==> src/rtl/pipeline_ctrl_pkg.sv <==
// Shared definitions for the pipeline controller: stall encodings, exception causes, FSM states.
package pipeline_ctrl_pkg;

    localparam int unsigned STALL_W = 6;
    localparam int unsigned DATA_W  = 32;

    // stall[0]=PC ... stall[5]=WB; a request holds its own stage and everything upstream
    localparam logic [STALL_W-1:0] STALL_NONE = 6'b000000;
    localparam logic [STALL_W-1:0] STALL_IF   = 6'b000011;
    localparam logic [STALL_W-1:0] STALL_ID   = 6'b000111;
    localparam logic [STALL_W-1:0] STALL_EX   = 6'b001111;
    localparam logic [STALL_W-1:0] STALL_MEM  = 6'b011111;
    localparam logic [STALL_W-1:0] STALL_ALL  = 6'b111111;

    localparam logic [DATA_W-1:0] EXC_NONE         = 32'h0000_0000;
    localparam logic [DATA_W-1:0] EXC_INTERRUPT    = 32'h0000_0001;
    localparam logic [DATA_W-1:0] EXC_SYSCALL      = 32'h0000_0008;
    localparam logic [DATA_W-1:0] EXC_INST_INVALID = 32'h0000_000a;
    localparam logic [DATA_W-1:0] EXC_OVERFLOW     = 32'h0000_000c;
    localparam logic [DATA_W-1:0] EXC_TRAP         = 32'h0000_000d;
    localparam logic [DATA_W-1:0] EXC_ERET         = 32'h0000_000e;

    localparam logic [DATA_W-1:0] HANDLER_ADDR_DEFAULT = 32'h0000_0020;

    // ST_FREEZE is the exception-detect cycle, folded into ST_RUN's exception branch
    typedef enum logic [1:0] {
        ST_RUN    = 2'd0,
        ST_FREEZE = 2'd1,
        ST_DRAIN  = 2'd2,
        ST_FLUSH  = 2'd3
    } state_e;

endpackage

==> src/rtl/pipeline_ctrl_stall_arbiter.sv <==
// Combinational priority encoder: deepest requesting stage wins (MEM > EX > ID > IF).
module stall_arbiter
    import pipeline_ctrl_pkg::*;
(
    input  logic               stallreq_if,
    input  logic               stallreq_id,
    input  logic               stallreq_ex,
    input  logic               stallreq_mem,
    output logic [STALL_W-1:0] stall_c
);

    always_comb begin
        stall_c = STALL_NONE;
        if (stallreq_mem)     stall_c = STALL_MEM;
        else if (stallreq_ex) stall_c = STALL_EX;
        else if (stallreq_id) stall_c = STALL_ID;
        else if (stallreq_if) stall_c = STALL_IF;
    end

endmodule

==> src/rtl/pipeline_ctrl.sv <==
// Pipeline controller: stall arbitration, exception freeze/drain/flush sequencing,
// stall-cycle performance counter and sticky stall watchdog.
module pipeline_ctrl
    import pipeline_ctrl_pkg::*;
#(
    parameter logic [DATA_W-1:0] HANDLER_ADDR = HANDLER_ADDR_DEFAULT,
    parameter int unsigned       WDOG_LIMIT   = 1024
) (
    input  logic               clk,
    input  logic               rst,
    input  logic               stallreq_if,
    input  logic               stallreq_id,
    input  logic               stallreq_ex,
    input  logic               stallreq_mem,
    input  logic [DATA_W-1:0]  excepttype_i,
    input  logic [DATA_W-1:0]  cp0_epc_i,
    output logic [STALL_W-1:0] stall,
    output logic               flush,
    output logic [DATA_W-1:0]  new_pc,
    output logic [DATA_W-1:0]  stall_cycles,
    output logic               wdog_timeout
);

    localparam int unsigned WDOG_W = $clog2(WDOG_LIMIT + 1);

    state_e              r_state;
    state_e              w_state_nxt;
    logic [DATA_W-1:0]   r_target;
    logic [DATA_W-1:0]   w_target_nxt;
    logic                r_flush;
    logic [DATA_W-1:0]   r_new_pc;
    logic [DATA_W-1:0]   r_stall_cycles;
    logic [WDOG_W-1:0]   r_wdog_cnt;
    logic                r_wdog_timeout;
    logic [STALL_W-1:0]  w_arb_stall;
    logic [STALL_W-1:0]  w_stall;
    logic                w_stalled;

    stall_arbiter u_stall_arbiter (
        .stallreq_if  (stallreq_if),
        .stallreq_id  (stallreq_id),
        .stallreq_ex  (stallreq_ex),
        .stallreq_mem (stallreq_mem),
        .stall_c      (w_arb_stall)
    );

    // Next-state, redirect target and combinational stall vector
    always_comb begin
        w_state_nxt  = r_state;
        w_target_nxt = r_target;
        w_stall      = STALL_NONE;
        case (r_state)
            ST_RUN: begin
                if (excepttype_i != EXC_NONE) begin
                    w_stall      = STALL_ALL;
                    w_target_nxt = (excepttype_i == EXC_ERET) ? cp0_epc_i : HANDLER_ADDR;
                    w_state_nxt  = stallreq_mem ? ST_DRAIN : ST_FLUSH;
                end else begin
                    w_stall = w_arb_stall;
                end
            end
            ST_DRAIN: begin
                w_stall = STALL_ALL;
                if (!stallreq_mem) w_state_nxt = ST_FLUSH;
            end
            ST_FLUSH: begin
                w_state_nxt = ST_RUN;
            end
            default: begin
                w_state_nxt = ST_RUN;
            end
        endcase
    end

    // State register; flush/new_pc are registered Moore outputs of ST_FLUSH
    always_ff @(posedge clk) begin
        if (rst) begin
            r_state  <= ST_RUN;
            r_target <= '0;
            r_flush  <= 1'b0;
            r_new_pc <= '0;
        end else begin
            r_state  <= w_state_nxt;
            r_target <= w_target_nxt;
            r_flush  <= (w_state_nxt == ST_FLUSH);
            r_new_pc <= (w_state_nxt == ST_FLUSH) ? w_target_nxt : '0;
        end
    end

    assign w_stalled = (w_stall != STALL_NONE);

    // Stall-cycle counter (free-running, wraps) and watchdog run-length counter
    always_ff @(posedge clk) begin
        if (rst) begin
            r_stall_cycles <= '0;
            r_wdog_cnt     <= '0;
            r_wdog_timeout <= 1'b0;
        end else begin
            if (w_stalled) r_stall_cycles <= r_stall_cycles + DATA_W'(1);
            if (!w_stalled || r_state == ST_FLUSH) begin
                r_wdog_cnt <= '0;
            end else begin
                if (r_wdog_cnt != WDOG_W'(WDOG_LIMIT)) r_wdog_cnt <= r_wdog_cnt + WDOG_W'(1);
                if (r_wdog_cnt == WDOG_W'(WDOG_LIMIT - 1)) r_wdog_timeout <= 1'b1;
            end
        end
    end

    assign stall        = w_stall;
    assign flush        = r_flush;
    assign new_pc       = r_new_pc;
    assign stall_cycles = r_stall_cycles;
    assign wdog_timeout = r_wdog_timeout;

endmodule

==> config.mk <==
export PLATFORM = sky130hd
export DESIGN_NAME = pipeline_ctrl
export DESIGN_NICKNAME = d
export VERILOG_FILES = /design/src/rtl/pipeline_ctrl_pkg.sv /design/src/rtl/pipeline_ctrl_stall_arbiter.sv /design/src/rtl/pipeline_ctrl.sv
export SDC_FILE = /design/constraint.sdc
export NUM_CORES = 1
export LEC_CHECK = 0
export ABC_AREA = 1
export ABC_CLOCK_PERIOD_IN_PS = 1900
export BUFFER_PORTS_ARGS = -buffer_cell sky130_fd_sc_hd__buf_2
export CAP_MARGIN = 25
export CORE_UTILIZATION = 30
export DETAILED_ROUTE_END_ITERATION = 12
export PLACE_DENSITY = 0.6
export SYNTH_ARGS = -nofsm -noshare
export SYNTH_HDL_FRONTEND = slang
export SYNTH_HIERARCHICAL = 1
export SYNTH_SLANG_ARGS = --single-unit
==> constraint.sdc <==
create_clock -name clk -period 1.9 [get_ports clk]
set_input_delay 0.095 -clock clk [delete_from_list [all_inputs] [get_ports clk]]
set_output_delay 0.095 -clock clk [all_outputs]
set_load 0.01 [all_outputs]
## After elaboration in Yosys (flattened, before gate mapping)

Cells that the tools add are included.

- Equality and inequality tests: 6
- Bitwise logic cells: 2
- Reductions and logical operators: 8
- $add $sub $neg: 2
- Multiplexer cells: 13

Operators by type and width:

| operator | count |
|---|---|
| $mux W32 | 3 |
| $add A32 B1 Y32 const B | 1 |
| $eq A32 B4 Y1 const B | 1 |
| $reduce_bool A32 Y1 | 1 |
| $mux W6 | 4 |
| $pmux W6 S2 | 1 |
| $add A11 B1 Y11 const B | 1 |
| $eq A11 B10 Y1 const B | 1 |
| $ne A11 B11 Y1 const B | 1 |
| $eq A2 B2 Y1 const B | 3 |
| $mux W2 | 3 |
| $reduce_bool A6 Y1 | 1 |
| $pmux W2 S2 | 1 |
| $reduce_or A2 Y1 | 2 |
| $logic_not A2 Y1 | 1 |
| $not A1 Y1 | 2 |
| $reduce_and A2 Y1 | 1 |
| $logic_not A1 Y1 | 1 |
| $logic_or A1 B1 Y1 | 1 |
| $mux W1 | 1 |

- Bits of input ports: 70
- Output and inout bits: 72
- Register bits: 111
- Logic and storage cells: 38

## Depth between registers and ports, before layout

- Depth in word-level cells: 11
- Depth in mapped cells: 12

## Cells and area by module

The synthesis kept the hierarchy.

By module, submodules not included:

| module | area each (µm²) | cells an instance | instances |
|---|---|---|---|
| pipeline_ctrl | 5,006.1 | 674 | 1 |
| stall_arbiter | 52.6 | 10 | 1 |

## Worst setup path before layout

Ideal clock, no wire load.

- Kind: reg2reg
- From: register r_stall_cycles[1] (netlist: stall_cycles[1])
- To: register r_stall_cycles[24] (netlist: stall_cycles[24])
- Path buffers: 0
- Clock period less this slack: 1.702 ns
- Setup slack: 0.198 ns
- Data required time: 1.830 ns
- Data arrival time: 1.631 ns
- Cell stages (with the launch flop): 9
- Path through: dfxtp_1 -> ha_1 -> nand3_2 -> nor2_2 -> nand3_1 -> nor3_1 -> xor2_1 -> o21ai_1 -> a21oi_1

- Word-level cells in the longest chain between the ends: 1

Ends and longest elaborated chain:

| item | line | RTL |
|---|---|---|
| from (decl) | pipeline_ctrl.sv:32 | `logic [DATA_W-1:0] r_stall_cycles;` |
| from (signal assigned) | pipeline_ctrl.sv:99 | `if (w_stalled) r_stall_cycles <= r_stall_cycles + DATA_W'(1);` |
| $add A32 B1 Y32 | pipeline_ctrl.sv:99 |  |

No other way between the ends.
A chain may end at the register's enable or synchronous reset.

## Final worst setup path

- From: register r_stall_cycles[3] (netlist: stall_cycles[3])
- To: register r_stall_cycles[29] (netlist: stall_cycles[29])

Same word-level chain as after synthesis.

==> flow_metrics.env <==
export IMPL_combPwrFrac=0.075
export IMPL_run_status="finished, final reports clean"
export IMPL_cp_required_ns=2.20
export IMPL_yosysTopAreaCellShare=0.439
export IMPL_dieWidth_um=132
export IMPL_hold_ws_ns=0.0127
export IMPL_startpoint_type="register"
export IMPL_num_rows=47
export IMPL_worstSetupPathType="register to register"
export IMPL_dp_hpwl_um=9490
export IMPL_fin_crit_sh=0.912
export IMPL_swShare=0.263
export IMPL_final_cell_mix="144 x nor2_1, 141 x buf_2, 110 x dfxtp_1"
export IMPL_vias=4900
export IMPL_hp_class="input port to register"
export IMPL_min_period_ns=1.73
export IMPL_p_leak_nw=2.82
export IMPL_path_buf_inv=0
export IMPL_clk_pin_slew_ns=0.09
export IMPL_syn_area_sq_um=5060
export IMPL_yosys_top_cells_area="dfxtp_1 44%, nor2_1 11%, nand2_1 6.2%"
export IMPL_synth_seq_area_share=0.439
export IMPL_total_power_mw=4.72
export IMPL_fin_ws_ns=0.167
export IMPL_drc=0
export IMPL_io_buffers=141
export IMPL_fin_util=0.411
export IMPL_routedWlPerCell_um=12.4
export IMPL_yosys_warnings=6
export IMPL_cap_violations=0
export IMPL_numClockSinks=111
export IMPL_placed_cell_area_sq_um=6170
export IMPL_vias_per_cell=4.52
export IMPL_synth_seq_cells=111
export IMPL_syn_inst=684
export IMPL_path_cells="nand2_1 > nor2_2 > nand3_1 > nor3_1 > xor2_1 > o21ai_1 > a21oi_1"
export IMPL_post_place_ws_ns=0.114
export IMPL_rsz0062_at_grt="true"
export IMPL_final_common_cell="nor2_1"
export IMPL_synth_edf_count=0
export IMPL_clock_tree_buffer_depth=2
export IMPL_setup_violations_final=0
export IMPL_drt_pass1_iter_count=4
export IMPL_synth_area_leader_cell="dfxtp_1"
export IMPL_antenna_cells=0
export IMPL_routed_wl_um=13400
export IMPL_dp_cells=1042
export IMPL_area_growth_syn_to_layout_pct=34.2
export IMPL_critPathTopFamily="simple AND/OR/NAND/NOR gates"
export IMPL_place_congestion=0.857
export IMPL_cp_end_kind="register"
export IMPL_ctsRootBufferMaster="clkbuf_16"
export IMPL_synth_ff_type="dfxtp_1"
export IMPL_skew_ns=0.0121
export IMPL_hold_viol_final=0
export IMPL_ios=142
export IMPL_cpPeakStageDelay_ns=0.42
export IMPL_fin_cells=1084
export IMPL_clkPwrFrac=0.425
export IMPL_reg2reg_slack_ns=0.17
export IMPL_avgSynthCellArea_sq_um=7.40
export IMPL_grt_ovfl_total=0
export IMPL_intPower_mw=3.48
export IMPL_ant_nets=0
export IMPL_dieArea_sq_um=17400
export IMPL_path_max_fanout=4
export IMPL_peakVddDrop_mv=0.514
export IMPL_htree_levels=3
export IMPL_p_sw_mw=1.24
export IMPL_antenna_found_initial=0
export IMPL_critPathSlowestCell="dfxtp_1"
export IMPL_async_flop_share=0
export IMPL_grt_pass1_wl_um=22500
export IMPL_dr_first_iter_drc_count=220
export IMPL_core_area_sq_um=16500
export IMPL_max_freq_mhz=577
export IMPL_numCtsBuffers=9
export IMPL_grt_start_max_net_pins=65
export IMPL_pwr_share_seq=0.500
export IMPL_tns_ns=0
export IMPL_fillers=1700
export IMPL_design_area_sq_um=6790
export IMPL_clock_latency_ns=0.36
export IMPL_maxSlewViolCount=0
export IMPL_post_cts_buffers=0
export IMPL_cts_tree="built"
export IMPL_grt_pass1_vias=4741
export IMPL_nets=932
export IMPL_grtUsageTotal=0.159
export IMPL_arrival_ns=2.03
export IMPL_yosysUniqueCellTypes=37
export IMPL_synthesis_nets=757
export IMPL_start_util=0.306
export IMPL_die_y_um=132
export IMPL_drive_above_1_share=0.259
export IMPL_powerDensity_nw_per_um2=695
[cell families after synthesis]
family / Yosys count / share of synthesized area
xor gates and xnor gates: 33 / 0.0571
and+or+nand+nor: 334 / 0.302
adders and majority gates: 3 / 0.00742
buffers and inverters: 103 / 0.0868
DFF: 111 / 0.439
other: 1 / 0.000741
AOI/OAI and AO/OA: 99 / 0.106
[flip-flops by register name, summed over array words and instances (netlist names)]
signal,count
flush,1
new_pc,32
r_state,2
r_target,32
r_wdog_cnt,11
stall_cycles,32
wdog_timeout,1
[metal layers]
layer | routed length, um | up-vias | part of all wire | track usage
met2 | 6460 | 120 | 0.48 | 0.275
met5 | 0 | - | 0 | 0
met4 | 222 | 0 | 0.017 | 0.0562
met3 | 660 | 16 | 0.049 | 0.0388
met1 | 6070 | 2201 | 0.45 | 0.192
li1 | - | 2563 | - | -
[Yosys cell counts (3+ instances only)]
| cell | n |
|---|---|
| a21oi_1 | 34 |
| o21ai_1 | 7 |
| dfxtp_1 | 111 |
| nor3_1 | 20 |
| nor2_2 | 7 |
| buf_2 | 6 |
| a31oi_1 | 31 |
| nand2_1 | 84 |
| xor2_1 | 23 |
| clkbuf_1 | 22 |
| nand4_1 | 13 |
| nor2_1 | 148 |
| ha_1 | 3 |
| nor4_1 | 3 |
| buf_6 | 3 |
| inv_1 | 64 |
| buf_4 | 6 |
| o21ai_0 | 26 |
| xnor2_1 | 10 |
| nand3_1 | 40 |
[final cells by class]
cell class	instances	area, sq um	share of cell area
clock buffer	9	225	0.0332
clock inverter	7	96.3	0.0142
inverter	66	251	0.0371
multi-input combinational	470	2430	0.358
sequential	111	2220	0.328
tap	220	275	0.0406
timing repair buffer	201	1280	0.189
[what timing repair did]
action | in CTS | in global routing
resized for setup | 0 | 10
hold buffers | 26 | 0
hold endpoints to repair | 40 | 0
setup endpoints to repair | 0 | 14
[final timing paths]
kind / cells past startpoint / end / from
min: 3 / r_target[10] / cp0_epc_i[10]
min reg2reg: 2 / r_wdog_cnt[10] / r_wdog_cnt[10]
max: 7 / stall_cycles[29] / stall_cycles[3]
max reg2reg: 7 / stall_cycles[29] / stall_cycles[3]
[power groups by stage]
stage               clock network (mW)  logic [mW]  registers [mW]
CTS                               2.06       0.356            2.36
detailed placement                   0       0.314            2.41
global route                      2.15       0.392            2.36
global placement                     0       0.313            2.41
finish                            2.01       0.354            2.36
floorplan                            0       0.159            2.42
[worst min-delay path, cell delays in order]
cell	delay (ns)
buf_2	0.08
a31oi_1	0.09
nor2_1	0.07
Power figures use the tool's default switching activity.
